**config.mk**
```make
export PLATFORM = sky130hd
export DESIGN_NAME = muldiv_sequencer_flat
export DESIGN_NICKNAME = d
export VERILOG_FILES = /design/src/rtl/muldiv_sequencer_if.sv /design/src/rtl/muldiv_sequencer.sv /design/src/flat_wrapper.sv
export SDC_FILE = /design/constraint.sdc
export NUM_CORES = 1
export LEC_CHECK = 0
export ABC_CLOCK_PERIOD_IN_PS = 1600
export BUFFER_PORTS_ARGS = -buffer_cell sky130_fd_sc_hd__buf_2
export CORE_MARGIN = 1
export CORE_UTILIZATION = 30
export CTS_BUF_LIST = sky130_fd_sc_hd__clkbuf_2
export DETAILED_ROUTE_END_ITERATION = 10
export PLACE_DENSITY_LB_ADDON = 0.25
export SLEW_MARGIN = 20
export SYNTH_ARGS = -nofsm -noshare
export SYNTH_HDL_FRONTEND = slang
export SYNTH_SLANG_ARGS = --single-unit
export TNS_END_PERCENT = 10
```
**constraint.sdc**
```tcl
create_clock -name clk -period 1.6 [get_ports clk]
set_input_delay 0.24 -clock clk [delete_from_list [all_inputs] [get_ports clk]]
set_output_delay 0.24 -clock clk [all_outputs]
set_load 0.05 [all_outputs]
```
**src/rtl/muldiv_sequencer_if.sv**
```systemverilog
// muldiv_sequencer_if
//
// Bundle between the control unit and the multiply/divide sequencer.
//
// Request side (driven by the control unit / master):
//   start      - request a new MULT or DIV operation
//   op         - 0 = MULT, 1 = DIV, meaningful together with start
//   divisor    - B operand, examined for zero when a DIV is accepted
//   abort      - cancel the operation in flight (exception path)
//
// Status / control side (driven by the sequencer / slave):
//   mult_ctrl  - one-cycle start pulse to the multiplier
//   div_ctrl   - one-cycle start pulse to the divider
//   hi_src     - HI source select, 0 = multiplier, 1 = divider
//   lo_src     - LO source select, 0 = multiplier, 1 = divider
//   hilo_write - one-cycle HI/LO load enable
//   busy       - an operation is in flight
//   done       - one-cycle completion pulse
//   div_zero   - one-cycle divide-by-zero pulse
interface muldiv_sequencer_if;
    logic        start;
    logic        op;
    logic [31:0] divisor;
    logic        abort;
    logic        mult_ctrl;
    logic        div_ctrl;
    logic        hi_src;
    logic        lo_src;
    logic        hilo_write;
    logic        busy;
    logic        done;
    logic        div_zero;

    // The control unit issues requests and observes status.
    modport master (
        output start, op, divisor, abort,
        input  mult_ctrl, div_ctrl, hi_src, lo_src, hilo_write, busy, done, div_zero
    );

    // The sequencer consumes requests and produces status and unit controls.
    modport slave (
        input  start, op, divisor, abort,
        output mult_ctrl, div_ctrl, hi_src, lo_src, hilo_write, busy, done, div_zero
    );
endinterface

```
**src/rtl/muldiv_sequencer.sv**
```systemverilog
// muldiv_sequencer
//
// Sequences one multiply or divide at a time on the shared mult/div
// resource: accepts a request, pulses the matching unit's start, waits out
// the unit latency, then commits the result into HI/LO. A DIV with a zero
// divisor is trapped before any unit is launched. An abort from the
// exception path drops the operation and suppresses the HI/LO write.
//
// Parameters:
//   MULT_CYCLES - multiplier latency after its start pulse (>= 1)
//   DIV_CYCLES  - divider latency after its start pulse (>= 1)
//
// Ports:
//   clk   - single clock, all state changes on the rising edge
//   reset - synchronous, active-high
//   bus   - request/status bundle (slave side), see muldiv_sequencer_if
module muldiv_sequencer #(
    parameter int MULT_CYCLES = 32,
    parameter int DIV_CYCLES  = 32
) (
    input  logic                 clk,
    input  logic                 reset,
    muldiv_sequencer_if.slave    bus
);

    localparam int MAX_CYCLES = (MULT_CYCLES > DIV_CYCLES) ? MULT_CYCLES : DIV_CYCLES;
    localparam int CNT_W      = $clog2(MAX_CYCLES) + 1;

    localparam logic [CNT_W-1:0] MULT_LOAD = CNT_W'(MULT_CYCLES - 1);
    localparam logic [CNT_W-1:0] DIV_LOAD  = CNT_W'(DIV_CYCLES - 1);
    localparam logic [CNT_W-1:0] CNT_ONE   = CNT_W'(1);

    typedef enum logic [2:0] {
        IDLE,
        LAUNCH,
        RUN,
        WRITE,
        ZERO
    } state_t;

    state_t           state_q, state_d;
    logic [CNT_W-1:0] count_q, count_d;
    logic             op_q, op_d;

    // State register. Reset returns to IDLE with the counter cleared and the
    // latched op back at MULT, so every output decodes to 0 the next cycle.
    always_ff @(posedge clk) begin
        if (reset) begin
            state_q <= IDLE;
            count_q <= '0;
            op_q    <= 1'b0;
        end else begin
            state_q <= state_d;
            count_q <= count_d;
            op_q    <= op_d;
        end
    end

    // Next-state logic. A request is only taken in IDLE, and an abort in the
    // same cycle blocks it. The counter is loaded with latency-1 on
    // acceptance because RUN also spends the cycle in which it reads zero,
    // giving exactly N RUN cycles. LAUNCH does not count down. An abort from
    // any busy state drops straight back to IDLE; the counter is left as is
    // since it is always reloaded on the next acceptance.
    always_comb begin
        state_d = state_q;
        count_d = count_q;
        op_d    = op_q;
        case (state_q)
            IDLE: begin
                if (!bus.abort && bus.start) begin
                    op_d = bus.op;
                    if (bus.op && (bus.divisor == '0)) begin
                        state_d = ZERO;
                    end else begin
                        state_d = LAUNCH;
                        count_d = bus.op ? DIV_LOAD : MULT_LOAD;
                    end
                end
            end
            LAUNCH: begin
                state_d = bus.abort ? IDLE : RUN;
            end
            RUN: begin
                if (bus.abort) begin
                    state_d = IDLE;
                end else if (count_q == '0) begin
                    state_d = WRITE;
                end else begin
                    count_d = count_q - CNT_ONE;
                end
            end
            WRITE: begin
                state_d = IDLE;
            end
            ZERO: begin
                state_d = IDLE;
            end
            default: begin
                state_d = IDLE;
            end
        endcase
    end

    // Output decode. Everything comes from state and the latched op; the only
    // input that reaches an output is abort, which must be able to kill the
    // HI/LO write and done in the very cycle it is raised. The unit start
    // pulse in LAUNCH is deliberately not gated: the unit runs, and its
    // result is simply never committed.
    always_comb begin
        bus.mult_ctrl  = 1'b0;
        bus.div_ctrl   = 1'b0;
        bus.hilo_write = 1'b0;
        bus.done       = 1'b0;
        bus.div_zero   = 1'b0;
        bus.busy       = 1'b0;
        bus.hi_src     = op_q;
        bus.lo_src     = op_q;
        case (state_q)
            LAUNCH: begin
                bus.mult_ctrl = !op_q;
                bus.div_ctrl  = op_q;
                bus.busy      = 1'b1;
            end
            RUN: begin
                bus.busy = 1'b1;
            end
            WRITE: begin
                bus.hilo_write = !bus.abort;
                bus.done       = !bus.abort;
                bus.busy       = 1'b1;
            end
            ZERO: begin
                bus.div_zero = 1'b1;
            end
            default: begin
                bus.busy = 1'b0;
            end
        endcase
    end

endmodule

```
**src/flat_wrapper.sv**
```systemverilog
// flat-port wrapper written by rule: the top's interface ports become plain ports
module muldiv_sequencer_flat 
#(
    parameter int MULT_CYCLES = 32,
    parameter int DIV_CYCLES  = 32
)
  (clk, reset, bus_start, bus_op, bus_divisor, bus_abort, bus_mult_ctrl, bus_div_ctrl, bus_hi_src, bus_lo_src, bus_hilo_write, bus_busy, bus_done, bus_div_zero);
  muldiv_sequencer_if bus_i ();
  input  logic clk;
  input  logic reset;
  input wire logic [$bits(bus_i.start)-1:0] bus_start;
  input wire logic [$bits(bus_i.op)-1:0] bus_op;
  input wire logic [$bits(bus_i.divisor)-1:0] bus_divisor;
  input wire logic [$bits(bus_i.abort)-1:0] bus_abort;
  output wire logic [$bits(bus_i.mult_ctrl)-1:0] bus_mult_ctrl;
  output wire logic [$bits(bus_i.div_ctrl)-1:0] bus_div_ctrl;
  output wire logic [$bits(bus_i.hi_src)-1:0] bus_hi_src;
  output wire logic [$bits(bus_i.lo_src)-1:0] bus_lo_src;
  output wire logic [$bits(bus_i.hilo_write)-1:0] bus_hilo_write;
  output wire logic [$bits(bus_i.busy)-1:0] bus_busy;
  output wire logic [$bits(bus_i.done)-1:0] bus_done;
  output wire logic [$bits(bus_i.div_zero)-1:0] bus_div_zero;
  assign bus_i.start = bus_start;
  assign bus_i.op = bus_op;
  assign bus_i.divisor = bus_divisor;
  assign bus_i.abort = bus_abort;
  assign bus_mult_ctrl = bus_i.mult_ctrl;
  assign bus_div_ctrl = bus_i.div_ctrl;
  assign bus_hi_src = bus_i.hi_src;
  assign bus_lo_src = bus_i.lo_src;
  assign bus_hilo_write = bus_i.hilo_write;
  assign bus_busy = bus_i.busy;
  assign bus_done = bus_i.done;
  assign bus_div_zero = bus_i.div_zero;
  muldiv_sequencer #(.MULT_CYCLES(MULT_CYCLES), .DIV_CYCLES(DIV_CYCLES)) u_core (.clk(clk), .reset(reset), .bus(bus_i));
endmodule
```
==> results.yml, run 1 <==
status:
  status: "finished, violations left"
  failed_checks: "setup timing"
yosys:
  synth_top_family_by_area: "simple AND/OR/NAND/NOR gates"
  ys.flop_type: "dfxtp_1"
  yosysSeqAreaShare: 0.286
  yosys.area_share.simple: 0.370
  synth_cells: 87
  muxShareOfSynthArea: 0.0143
  ys_types: 37
  synth-edff-count: 0
  ys_warn_count: 0
  synth_area_leaders: "dfxtp_1 (29%), nor4_1 (6.3%), a21oi_1 (4.3%)"
  yosys.area.top_type_share: 0.286
  syn_area_per_cell_sq_um: 8.05
  netlist_area_sq_um: 701
  synth_compound_gate_area_share: 0.216
  yosys_register_bits: 10
  yosysTopAreaCell: "dfxtp_1"
  async_flop_share: 0
  synth_xor_xnor_area_share: 0.0125
  syn-num-nets: 126
  yosys.area_share.adder: 0.0357
layout:
  area_growth_pct: 52.1
  antenna_cells: 0
  multi_input_area_sq_um: 494
  utilization: 0.482
  finalNetCount: 178
  drive_gt1_frac: 0.471
  fillerInstances: 235
  mostFrequentLayoutCell: "buf_2"
  seq_area_sq_um: 203
  final_cell_count_no_fill: 166
  final_cell_mix: "buf_2 (39), buf_4 (11), nor2_1 (8), dfxtp_1 (8)"
power_and_ir_drop:
  sequentialPowerShare: 0.416
  switchingPower_mw: 0.238
  power.share.switching: 0.350
  clkPwrFrac: 0.211
  combPwrFrac: 0.374
  powerDensity_mw_per_mm2: 638
  power.static_leakage_nw: 0.472
  intPower_mw: 0.442
  ir_worst_vdd_v: 0.000227
detailed_routing:
  vias_per_cell: 5.09
  vias: 845
  wl_per_cell_um: 10.4
  wirelength_mm: 1.72
  drt_pass1_iterations: 4
  dr.first_iter.drc_count: 10
  drcViolationCount: 0
  postRouteAntennaNets: 0
floorplanning:
  initial_core_util: 0.317
  die_y_um: 50.3
  core_sq_mm: 0.00221
  ios: 45
  die_w_um: 50.3
  rows: 17
  dieArea_sq_mm: 0.00253
global_routing:
  grt-ovfl-total: 0
  grt_max_degree: 15
  use_met2: 0.236
  use_met1: 0.191
  grt_usage: 0.153
  first_global_vias: 722
  grt_antenna_before_repair: 0
  grt_pass1_wl_mm: 2.92
  grt_busiest_layer: "met2"
  grt_use_met3: 0.0273
sta:
  hold_viol_final: 0
  setup_slack_ns: -0.101
  finalSetupViolations: 6
  finClkSkew_ns: 0.00703
  slew_headroom: 0.753
  post-route-min-period_ns: 1.70
  max_freq_ghz: 0.588
  min_period_over_period: 1.06
  rsz0062_at_grt: "true"
  worstMarginPinSlew_ns: 0.368
  finalMaxSlewViolations: 0
clock_network:
  cts_tree: "yes"
  cts-root-buf: "clkbuf_2"
  cts.clk_slew.worst_paths_ns: 0.10
  cts_sinks: 10
  numCtsBuffers: 3
  cts.path.max_buffers: 2
  clock_latency_ns: 0.26
  postCtsSetupRepairBufs: 0
  ctsHoldBuffers: 0
  htreeDepth: 1
job:
  max_cap_viol_count: 0
setup_path:
  start_kind: "register"
  cp-end-kind: "register"
  arrival_ns: 1.87
  path_class: "register to register"
  critPathMaxFanout: 5
  cp.required_ns: 1.77
  rrSetupSlack_ns: -0.10
place:
  gp_congestion: 0.830
  dp.cells: 162
  io_buffers: 44
  dp_hpwl_mm: 1.44
worst_hold_path:
  min_path_type: "primary input to register"
## metal layers
metal  part of all wire  routed length [um]
met1               0.43                 743
met5                  0                   0
met3              0.052                  89
met4              0.028                  48
met2               0.49                 843
## final timing paths
kind,from,to,cells after the start
worst max register to register,u_core.state_q[0],u_core.count_q[2],4
worst min-delay path,bus_abort,u_core.state_q[1],2
worst max-delay path,u_core.state_q[0],u_core.count_q[2],4
worst min register to register,u_core.count_q[4],u_core.count_q[4],1
## Yosys cell counts (all sizes together), types with 2 or more instances
library cell  count
buf               4
dfxtp            10
ha                2
nor2              8
nand2             7
nor4              7
o21ai             2
nand4             3
or3               2
inv               2
and2              2
nor3b             2
o21a              3
nor3              4
clkbuf            2
nor4b             2
nand3b            2
a21oi             6
## worst max-delay path, stage by stage (launching register included)
cell      delay, ns
dfxtp_2        0.33
or3_4          0.37
or4_4          0.52
o2111a_4       0.17
o211a_1        0.20
## area by class of cell
cell class | instances | share of cell area
clock buffers | 3 | 0.0141
multi-input cells | 69 | 0.464
flip-flops and latches | 10 | 0.190
well taps | 28 | 0.0329
repair buffers | 53 | 0.289
clock inverters | 1 | 0.00352
inverters | 2 | 0.00704
## cell families (layout without fill, tap and decap cells)
group,after synthesis,after routing
flops,10,10
xor+xnor,1,1
compound gates,20,20
buf+inv,8,59
mux,1,1
fa+ha+maj,2,2
simple gates,45,45
## through the flow
| stage | cell area, sq um | hold slack, ns | TNS [ns] | setup WS, ns | power [mW] |
|---|---|---|---|---|---|
| 3_3_place_gp | 1020 | 0.491 | -0.802 | -0.156 | 0.531 |
| 4_1_cts | 1050 | 0.195 | -0.588 | -0.103 | 0.681 |
| 3_5_place_dp | 1020 | 0.497 | -1.31 | -0.241 | 0.536 |
| 2_1_floorplan | 736 | 0.317 | -1.21 | -0.184 | 0.447 |
| 6_report | 1070 | 0.210 | -0.487 | -0.101 | 0.680 |
| 5_1_grt | 1070 | 0.205 | -0.882 | -0.155 | 0.735 |
## sequential cells by signal, summed over array words and instances (netlist names)
signal	flops
u_core.bus.hi_src	1
u_core.state_q	3
u_core.count_q	6
## what timing repair did
item                       in CTS  in global routing
setup endpoints to repair       9                 11
resized for setup               4                  7
pin swaps                       3                  1
cloned                          0                  0
## power groups by stage
stage               combinational [mW]  clock (mW)  sequential, mW
finish                           0.254       0.143           0.283
global route                     0.280       0.169           0.286
CTS                              0.250       0.149           0.281
detailed placement               0.249           0           0.287
global placement                 0.245           0           0.286
floorplan                        0.157           0           0.291
(Power assumes the default switching activity.)
==> run 2: changes to the inputs <==
==> constraint.sdc (replaced) <==
create_clock -name clk -period 1.6 [get_ports clk]
set_input_delay 0.16 -clock clk [delete_from_list [all_inputs] [get_ports clk]]
set_output_delay 0.16 -clock clk [all_outputs]
set_load 0.05 [all_outputs]
==> run 2 against run 1 <==
  * The flow still finishes with violations (setup timing)
  * Clock power down 7%
  * Critical path type unchanged
  * Sequential cell count stayed put
  * Largest cell class unchanged
  * First-iteration DRC count fell by 20%
  * Worst setup slack barely moved
==> results.yml, run 2 (synthesis gave the netlist of run 1 again) <==
status:
  status: "finished, violations left"
  failed_checks: "setup timing"
sta:
  post-route-min-period_ns: 1.70
  worstMarginPinSlew_ns: 0.340
  min_period_over_period: 1.06
  finalSetupViolations: 6
  hold_viol_final: 0
  slew_headroom: 0.772
  finClkSkew_ns: 0.00728
  max_freq_ghz: 0.588
  rsz0062_at_grt: "true"
  setup_slack_ns: -0.101
  finalMaxSlewViolations: 0
clock_network:
  clock_latency_ns: 0.25
  htreeDepth: 1
  postCtsSetupRepairBufs: 0
  numCtsBuffers: 3
  cts-root-buf: "clkbuf_2"
  cts_sinks: 10
  cts.path.max_buffers: 2
  cts.clk_slew.worst_paths_ns: 0.10
  cts_tree: "yes"
floorplanning:
  ios: 45
  die_y_um: 50.3
  core_sq_mm: 0.00221
  rows: 17
  die_w_um: 50.3
  initial_core_util: 0.317
  dieArea_sq_mm: 0.00253
worst_hold_path:
  min_path_type: "primary input to register"
  min_path_cells: 2
place:
  gp_congestion: 0.804
  dp_slack_ns: -0.145
  io_buffers: 44
  place_area_sq_mm: 0.00100
  dp_hpwl_mm: 1.50
layout:
  drive_gt1_frac: 0.456
  mostFrequentLayoutCell: "buf_2"
  largest_register_ffs: 6
  final_cell_mix: "buf_2 (42), dfxtp_1 (10), buf_4 (9)"
  antenna_cells: 0
  area_growth_pct: 46.8
  finalNetCount: 177
  final_area_sq_mm: 0.00103
  largest_register: "u_core.count_q"
detailed_routing:
  dr.first_iter.drc_count: 8
  drcViolationCount: 0
  drt_pass1_iterations: 4
  wl_per_cell_um: 10.9
  postRouteAntennaNets: 0
  vias_per_cell: 5.16
  wirelength_mm: 1.79
  vias: 847
global_routing:
  grt_max_degree: 15
  grt-ovfl-total: 0
  grt_usage: 0.150
  grt_pass1_wl_mm: 2.95
  grt_antenna_before_repair: 0
  first_global_vias: 739
job:
  max_cap_viol_count: 0
setup_path:
  path_class: "register to register"
  rr_worst_depth: 4
  arrival_ns: 1.87
  cp.required_ns: 1.77
  start_kind: "register"
  critPathMaxFanout: 5
  cp-end-kind: "register"
power_and_ir_drop:
  ir_worst_vdd_v: 0.000340
  power.static_leakage_nw: 0.465
  powerDensity_mw_per_mm2: 644
==> run 2: metrics by stage <==
step / total power, mW / util / std cells / hold WS [ns] / setup TNS [ns]
floorplan: 0.444 / - / 87 / 0.237 / -1.06
global placement: 0.528 / 0.454 / 161 / 0.419 / -0.474
detailed placement: 0.532 / 0.454 / 161 / 0.425 / -0.722
CTS: 0.667 / 0.460 / 164 / 0.143 / -0.480
global route: 0.703 / 0.465 / 164 / 0.160 / -0.707
finish: 0.662 / 0.465 / 164 / 0.163 / -0.469
==> run 2: path summary, 6_finish.rpt <==
check	endpoint	from	slack, ns
max	u_core.count_q[5]	u_core.state_q[1]	-0.10
max reg2reg	u_core.count_q[5]	u_core.state_q[1]	-0.10
min	u_core.state_q[1]	bus_abort	0.16
min reg2reg	u_core.bus.hi_src	u_core.bus.hi_src	0.52
==> run 2: where the power goes <==
group	switching (mW)	internal, mW	leakage, nW
clock	0.0818	0.0512	0.0125
sequential	0.0150	0.266	0.0820
combinational	0.134	0.114	0.370
==> run 2: worst max-delay path, cell delays in order (launching register included) <==
cell and delay, ns:
dfxtp_1 0.32, or3_1 0.37, or4_4 0.53, o2111a_4 0.18
a311oi_2 0.23
==> run 2: layer usage <==
metal | track usage | routed length, um | vias up | share of wire
met5 | 0 | 0 | - | 0
li1 | - | - | 425 | -
met2 | 0.251 | 850 | 40 | 0.48
met1 | 0.180 | 780 | 380 | 0.44
met3 | 0.0333 | 140 | 2 | 0.078
met4 | 0.0694 | 16 | 0 | 0.0090
==> run 2: repair_timing <==
action,CTS,global route
endpoints found under the setup margin,6,9
pin swaps,2,0
hold buffers,0,0
resized for setup,0,4
==> run 2: layout make-up <==
type                            instances  area [sq um]
Multi-Input combinational cell         69           485
Tap cell                               28          35.0
Inverter                                2          7.51
Timing Repair Buffer                   52           285
Clock buffer                            3          15.0
Fill cell                             250          1180
Sequential cell                        10           200
